`config.mk`:
```
export PLATFORM = sky130hd
export DESIGN_NAME = mux_select_scheduler
export DESIGN_NICKNAME = d
export VERILOG_FILES = /design/src/rtl/mux_ctrl_pkg.sv /design/src/rtl/input_debounce.sv /design/src/rtl/mux_select_scheduler.sv
export SDC_FILE = /design/constraint.sdc
export NUM_CORES = 1
export LEC_CHECK = 0
export ABC_AREA = 1
export CORE_MARGIN = 8
export CORE_UTILIZATION = 60
export CTS_CLUSTER_SIZE = 8
export DETAILED_ROUTE_END_ITERATION = 16
export GPL_TIMING_DRIVEN = 1
export MAX_ROUTING_LAYER = met4
export PLACE_DENSITY = 0.77
export SETUP_SLACK_MARGIN = 0.3
export SLEW_MARGIN = 15
export SYNTH_ARGS = -nofsm -noshare
export SYNTH_HDL_FRONTEND = slang
export SYNTH_SLANG_ARGS = --single-unit
```
`constraint.sdc`:
```
create_clock -name clock -period 13.3 [get_ports clock]
set_clock_uncertainty 0.05 [all_clocks]
set_input_delay 2.66 -clock clock [delete_from_list [all_inputs] [get_ports clock]]
set_output_delay 2.66 -clock clock [all_outputs]
set_load 0.03 [all_outputs]
```
`src/rtl/mux_ctrl_pkg.sv`:
```
// Shared types and constants for the video-mux select scheduler.
// Contains the select code type, the one-hot FSM state type, the default debounce length,
// and small helpers for choosing and advancing select codes.
package mux_ctrl_pkg;

    typedef logic [2:0] sel_t;

    localparam sel_t SEL_NONE = 3'd0;
    localparam sel_t SEL_MAX  = 3'd5;

    // One-hot encoding keeps each state decode to a single flop.
    typedef enum logic [2:0] {
        IDLE   = 3'b001,
        WAIT   = 3'b010,
        COMMIT = 3'b100
    } state_t;

    localparam logic [15:0] DEBOUNCE_CYCLES_DEFAULT = 16'd50000;

    // Lowest set bit wins: bit i maps to select code i+1; no bits set gives SEL_NONE.
    function automatic sel_t first_press_code(input logic [4:0] events);
        sel_t code;
        code = SEL_NONE;
        for (int i = 4; i >= 0; i--) begin
            if (events[i]) begin
                code = sel_t'(i + 1);
            end
        end
        return code;
    endfunction

    // Next source in round-robin order 1..SEL_MAX, wrapping back to 1.
    function automatic sel_t next_code(input sel_t cur);
        return (cur >= SEL_MAX) ? sel_t'(1) : sel_t'(cur + 3'd1);
    endfunction

endpackage

```
`src/rtl/input_debounce.sv`:
```
// Two-flop synchronizer followed by a per-bit debouncer.
// A bit's accepted value changes only after the synchronized input has disagreed with it
// for DEBOUNCE_CYCLES consecutive cycles; any agreeing cycle restarts the count.
module input_debounce
    import mux_ctrl_pkg::*;
#(
    parameter int unsigned WIDTH           = 1,
    parameter logic [15:0] DEBOUNCE_CYCLES = DEBOUNCE_CYCLES_DEFAULT
) (
    input  logic             clock,
    input  logic             reset,
    input  logic [WIDTH-1:0] din,
    output logic [WIDTH-1:0] dout
);

    logic [WIDTH-1:0]       sync1_q;
    logic [WIDTH-1:0]       sync2_q;
    logic [WIDTH-1:0]       stable_q;
    logic [WIDTH-1:0]       stable_d;
    logic [WIDTH-1:0][15:0] cnt_q;
    logic [WIDTH-1:0][15:0] cnt_d;

    // Count consecutive disagreeing cycles per bit and accept the new level when the count completes.
    always_comb begin
        stable_d = stable_q;
        cnt_d    = cnt_q;
        for (int i = 0; i < int'(WIDTH); i++) begin
            if (sync2_q[i] != stable_q[i]) begin
                if (cnt_q[i] >= DEBOUNCE_CYCLES - 16'd1) begin
                    stable_d[i] = sync2_q[i];
                    cnt_d[i]    = '0;
                end else begin
                    cnt_d[i] = cnt_q[i] + 16'd1;
                end
            end else begin
                cnt_d[i] = '0;
            end
        end
    end

    // Synchronizer chain, debounce counters and accepted values.
    always_ff @(posedge clock or posedge reset) begin
        if (reset) begin
            sync1_q  <= '0;
            sync2_q  <= '0;
            stable_q <= '0;
            cnt_q    <= '0;
        end else begin
            sync1_q  <= din;
            sync2_q  <= sync1_q;
            stable_q <= stable_d;
            cnt_q    <= cnt_d;
        end
    end

    assign dout = stable_q;

endmodule

```
`src/rtl/mux_select_scheduler.sv`:
```
// Video-mux select scheduler: turns debounced button presses and an override switch into a
// select code, and only lets the committed select change on a rising vsync frame boundary.
// Optional auto-advance (macro MUX_AUTO_CYCLE_EN) steps to the next source after AUTO_FRAMES idle frames.
module mux_select_scheduler
    import mux_ctrl_pkg::*;
#(
    parameter logic [15:0] DEBOUNCE_CYCLES = DEBOUNCE_CYCLES_DEFAULT,
    parameter sel_t        OVERRIDE_SEL    = 3'd5
`ifdef MUX_AUTO_CYCLE_EN
    ,
    parameter logic [7:0]  AUTO_FRAMES     = 8'd120
`endif
) (
    input  logic       clock,
    input  logic       reset,
    input  logic [4:0] buttons,
    input  logic       switch,
    input  logic       vsync,
    output logic [2:0] sel,
    output logic       sel_update,
    output logic       pending
);

    logic [4:0] btn_db;
    logic       sw_db;
    logic [4:0] btn_prev_q;
    logic       sw_prev_q;
    logic       vs_sync1_q;
    logic       vs_sync2_q;
    logic       vs_prev_q;
    logic [4:0] press;
    logic       sw_rise;
    logic       sw_fall;
    logic       fb;
    sel_t       press_code;
    logic       auto_fire;
    state_t     state_q, state_d;
    sel_t       sel_q, sel_d;
    sel_t       target_q, target_d;
    sel_t       saved_sel_q, saved_sel_d;

    input_debounce #(.WIDTH(5), .DEBOUNCE_CYCLES(DEBOUNCE_CYCLES)) u_btn_debounce (
        .clock (clock),
        .reset (reset),
        .din   (buttons),
        .dout  (btn_db)
    );

    input_debounce #(.WIDTH(1), .DEBOUNCE_CYCLES(DEBOUNCE_CYCLES)) u_sw_debounce (
        .clock (clock),
        .reset (reset),
        .din   (switch),
        .dout  (sw_db)
    );

    assign press      = btn_db & ~btn_prev_q;
    assign sw_rise    = sw_db & ~sw_prev_q;
    assign sw_fall    = ~sw_db & sw_prev_q;
    assign fb         = vs_sync2_q & ~vs_prev_q;
    assign press_code = first_press_code(press);

`ifdef MUX_AUTO_CYCLE_EN
    logic [7:0] frame_cnt_q, frame_cnt_d;

    assign auto_fire = (state_q == IDLE) && !sw_db && (frame_cnt_q == AUTO_FRAMES);

    // Count idle frame boundaries on a live source; any press or commit restarts the count.
    always_comb begin
        frame_cnt_d = frame_cnt_q;
        if ((press != 5'd0) || (state_q == COMMIT) || auto_fire) begin
            frame_cnt_d = 8'd0;
        end else if (fb && (state_q == IDLE) && !sw_db && (sel_q != SEL_NONE)) begin
            frame_cnt_d = frame_cnt_q + 8'd1;
        end
    end

    // Idle frame counter register.
    always_ff @(posedge clock or posedge reset) begin
        if (reset) begin
            frame_cnt_q <= 8'd0;
        end else begin
            frame_cnt_q <= frame_cnt_d;
        end
    end
`else
    assign auto_fire = 1'b0;
`endif

    // Target selection: switch edges beat presses; presses are ignored while overridden or redundant.
    always_comb begin
        target_d    = target_q;
        saved_sel_d = saved_sel_q;
        if (sw_rise) begin
            saved_sel_d = sel_q;
            target_d    = OVERRIDE_SEL;
        end else if (sw_fall) begin
            target_d = saved_sel_q;
        end else if (!sw_db && (press != 5'd0) &&
                     !((press_code == sel_q) && (state_q != WAIT))) begin
            target_d = press_code;
        end else if (auto_fire) begin
            target_d = next_code(sel_q);
        end
    end

    // Scheduling FSM: wait for a frame boundary before committing, drop back if the target reverts.
    always_comb begin
        state_d = state_q;
        sel_d   = sel_q;
        unique case (state_q)
            IDLE: begin
                if (target_d != sel_q) begin
                    state_d = WAIT;
                end
            end
            WAIT: begin
                if (target_d == sel_q) begin
                    state_d = IDLE;
                end else if (fb) begin
                    state_d = COMMIT;
                end
            end
            COMMIT: begin
                sel_d   = target_q;
                state_d = IDLE;
            end
            default: begin
                state_d = IDLE;
            end
        endcase
    end

    // State, select, edge-detect history and vsync synchronizer registers.
    always_ff @(posedge clock or posedge reset) begin
        if (reset) begin
            state_q     <= IDLE;
            sel_q       <= SEL_NONE;
            target_q    <= SEL_NONE;
            saved_sel_q <= SEL_NONE;
            btn_prev_q  <= 5'd0;
            sw_prev_q   <= 1'b0;
            vs_sync1_q  <= 1'b0;
            vs_sync2_q  <= 1'b0;
            vs_prev_q   <= 1'b0;
        end else begin
            state_q     <= state_d;
            sel_q       <= sel_d;
            target_q    <= target_d;
            saved_sel_q <= saved_sel_d;
            btn_prev_q  <= btn_db;
            sw_prev_q   <= sw_db;
            vs_sync1_q  <= vsync;
            vs_sync2_q  <= vs_sync1_q;
            vs_prev_q   <= vs_sync2_q;
        end
    end

    assign sel        = sel_q;
    assign sel_update = (state_q == COMMIT);
    assign pending    = (state_q == WAIT);

endmodule

```
==> out/results.ini <==
[timing]
min_period_over_period=0.3692
grt_setup_unrepaired=false
relSlewSlack=0.4195
setup-tns-final_ns=0
max_clock_freq_mhz=203.7
finalHoldViolCount=0
fin_crit_ns=4.910
drv_slew=0
worst_pin_slew_ns=0.8707
setup_viol_count_final=0
layout_setup_ws_ns=8.390

[clock_tree]
clkSinkCount=135
post_cts_buffers=0
clk_latency_ns=0.51
cts_hold_buf=0
cts-root-buf=clkbuf_8
htreeDepth=4
cts_buffers=17
cts_tree=built
clockBufferDepth=2
clk_pin_slew_ns=0.06
ctsResizeCount=0

[final_layout]
n_antenna_cell=0
layout-area-overhead-vs-synth_pct=14.38
nets=715
layout-drive-gt1-share=0.1473
final_cell_mix=134 x dfrtp_1, 92 x nand2_1, 89 x nor2_1
layout_commonest_cell=dfrtp_1
n_fill_cell=771

[routing]
ant_nets=0
drt_pass1_iterations=4
drt_wl_total_um=11010
remaining_drc_errors=0
drt_iter0_drc=206
vias=4475
via_per_inst=5.271
wire_per_inst_um=12.97

[placement]
place_ws_ns=8.624
hpwl_um=7224
io_buffers=13
gp_congestion=0.8430

[critical_path]
start_kind=flop
critPathBufInv=1
crit_type=flop to output port
crit_path_end_kind=output port
cp_slowest_cell=clkdlybuf4s50_1
path_cells=nor3_1 > clkdlybuf4s50_1
cp_top_family=buffers and inverters
path_max_fanout=7
slowest_delay_ns=0.80
critPathRequiredTime_ns=10.59
cp.arrival_ns=2.20

[global_route]
grt_pass1_wl_um=19700
grt_use_total=0.1760
globalRouteOverflowTotal=0
antenna_found_initial=0
grt_max_degree=74
grt_pass1_vias=4466

[outcome]
status=finished clean

[job]
max_cap_viol_count=0

[worst_hold_path]
min_path_type=flop to flop

[synth]
synthArstFlopShare=1.000
synth.distinct_cells=37
synth_edf_count=0
yosys_register_bits=135
syn_area_per_cell_um2=9.218
synth_area_mm2=0.006203
synth_nets=688
synthFlopType=dfrtp_1
synthCells=673
ys_warn_count=0
synth_seq_area_share=0.5448

[floorplanning]
start_util=0.6091
die_w_um=117.7
die_y_um=117.7
rows=37
pin_count=14
core-area_mm2=0.01018
die_area_mm2=0.01385

[pwr]
ir_worst_vdd_v=0.00009315
power_density_mw_per_mm2=130.0
p_leak_uw=0.003128

## routing by layer
| layer | wire [um] | up-vias | global-route usage |
|---|---|---|---|
| li1 | - | 2243 | - |
| met2 | 5625 | 71 | 0.2922 |
| met5 | 0 | - | - |
| met1 | 4911 | 2146 | 0.2031 |
| met4 | 144 | 0 | 0.07046 |
| met3 | 331 | 15 | 0.04077 |
## state kept, by name (all words and copies together) (netlist names), 3 cells and up
register,cells
target_q,3
sel,3
u_btn_debounce.sync2_q,5
u_btn_debounce.sync1_q,5
u_btn_debounce.cnt_q,80
u_sw_debounce.cnt_q,16
btn_prev_q,5
state_q,3
u_btn_debounce.dout,5
saved_sel_q,3
## area by class of cell
class | instances | area (um2) | share of cell area
Tap cell | 136 | 170.2 | 0.02398
Clock buffer | 20 | 435.4 | 0.06136
Sequential cell | 135 | 3379 | 0.4763
Clock inverter | 12 | 176.4 | 0.02486
Inverter | 91 | 344.1 | 0.04849
Multi-Input combinational cell | 441 | 2452 | 0.3456
Timing Repair Buffer | 14 | 137.6 | 0.01940
## worst reg2reg max path: cells and delay by family, from the launching register on
family                   cells  cell delay [ns]
AO/OA/AOI/OAI                3             0.75
adder cells (fa/ha/maj)      1             0.23
flip-flops                   1             0.39
AND/OR/NAND/NOR              4             0.78
## per-stage QoR
stage	utilization	cell area, um2	power (uW)	hold slack (ns)	std cells
final	0.6967	7096	922.7	0.2981	849
after floorplan	-	6203	446.3	0.2812	673
after CTS	0.6967	7096	932.4	0.2994	849
after global placement	0.6366	6484	452.9	0.2894	817
after global routing	0.6967	7096	955.9	0.3078	849
after detailed placement	0.6366	6484	453.8	0.2855	817
## worst paths after layout
kind	end	slack, ns	cells past startpoint	from
min reg2reg	vs_sync2_q$_DFF_PP0_	0.30	0	vs_sync1_q$_DFF_PP0_
max reg2reg	u_btn_debounce.cnt_q[73]$_DFF_PP0_	11.00	8	u_btn_debounce.cnt_q[64]$_DFF_PP0_
max in group asynchronous	u_sw_debounce.sync2_q$_DFF_PP0_	9.27	3	reset
min	vs_sync2_q$_DFF_PP0_	0.30	0	vs_sync1_q$_DFF_PP0_
min in group asynchronous	u_btn_debounce.cnt_q[35]$_DFF_PP0_	2.58	2	reset
max	sel_update	8.39	2	state_q[1]$_DFFE_PP0P_
## Yosys cell counts, types with 7 or more instances
cell type / number / area (um2)
dfrtp_1: 134 / 3353
nand2_1: 92 / 345.3
nor2_1: 89 / 334.1
inv_1: 82 / 307.8
nand3_1: 46 / 230.2
o21ai_0: 26 / 130.1
nor3_1: 21 / 105.1
nor2_2: 19 / 118.9
a21oi_1: 17 / 85.08
xnor2_1: 16 / 140.1
xor2_1: 15 / 131.4
a31oi_1: 13 / 81.33
nand2_2: 13 / 81.33
inv_2: 9 / 33.78
nand3_2: 9 / 90.09
nor3b_1: 9 / 67.56
a211oi_1: 8 / 60.06
nor3_2: 7 / 70.07
## kinds of logic (layout without fill, tap and decap cells)
group | count (synthesis) | in the layout | synth area share
adder cells (fa/ha/maj) | 6 | 6 | 0.01210
AND/OR/NAND/NOR | 330 | 330 | 0.2678
flip-flops | 135 | 135 | 0.5448
XOR/XNOR | 31 | 31 | 0.04377
AO/OA/AOI/OAI | 71 | 71 | 0.06616
buffers and inverters | 97 | 137 | 0.05990
multiplexers | 3 | 3 | 0.005445
## report_power, final
part / internal [uW] / switching, uW
logic: 7.40 / 16.7
clock network: 309 / 168
registers: 418 / 4.27
total: 734 / 189
(Power assumes the default switching activity.)
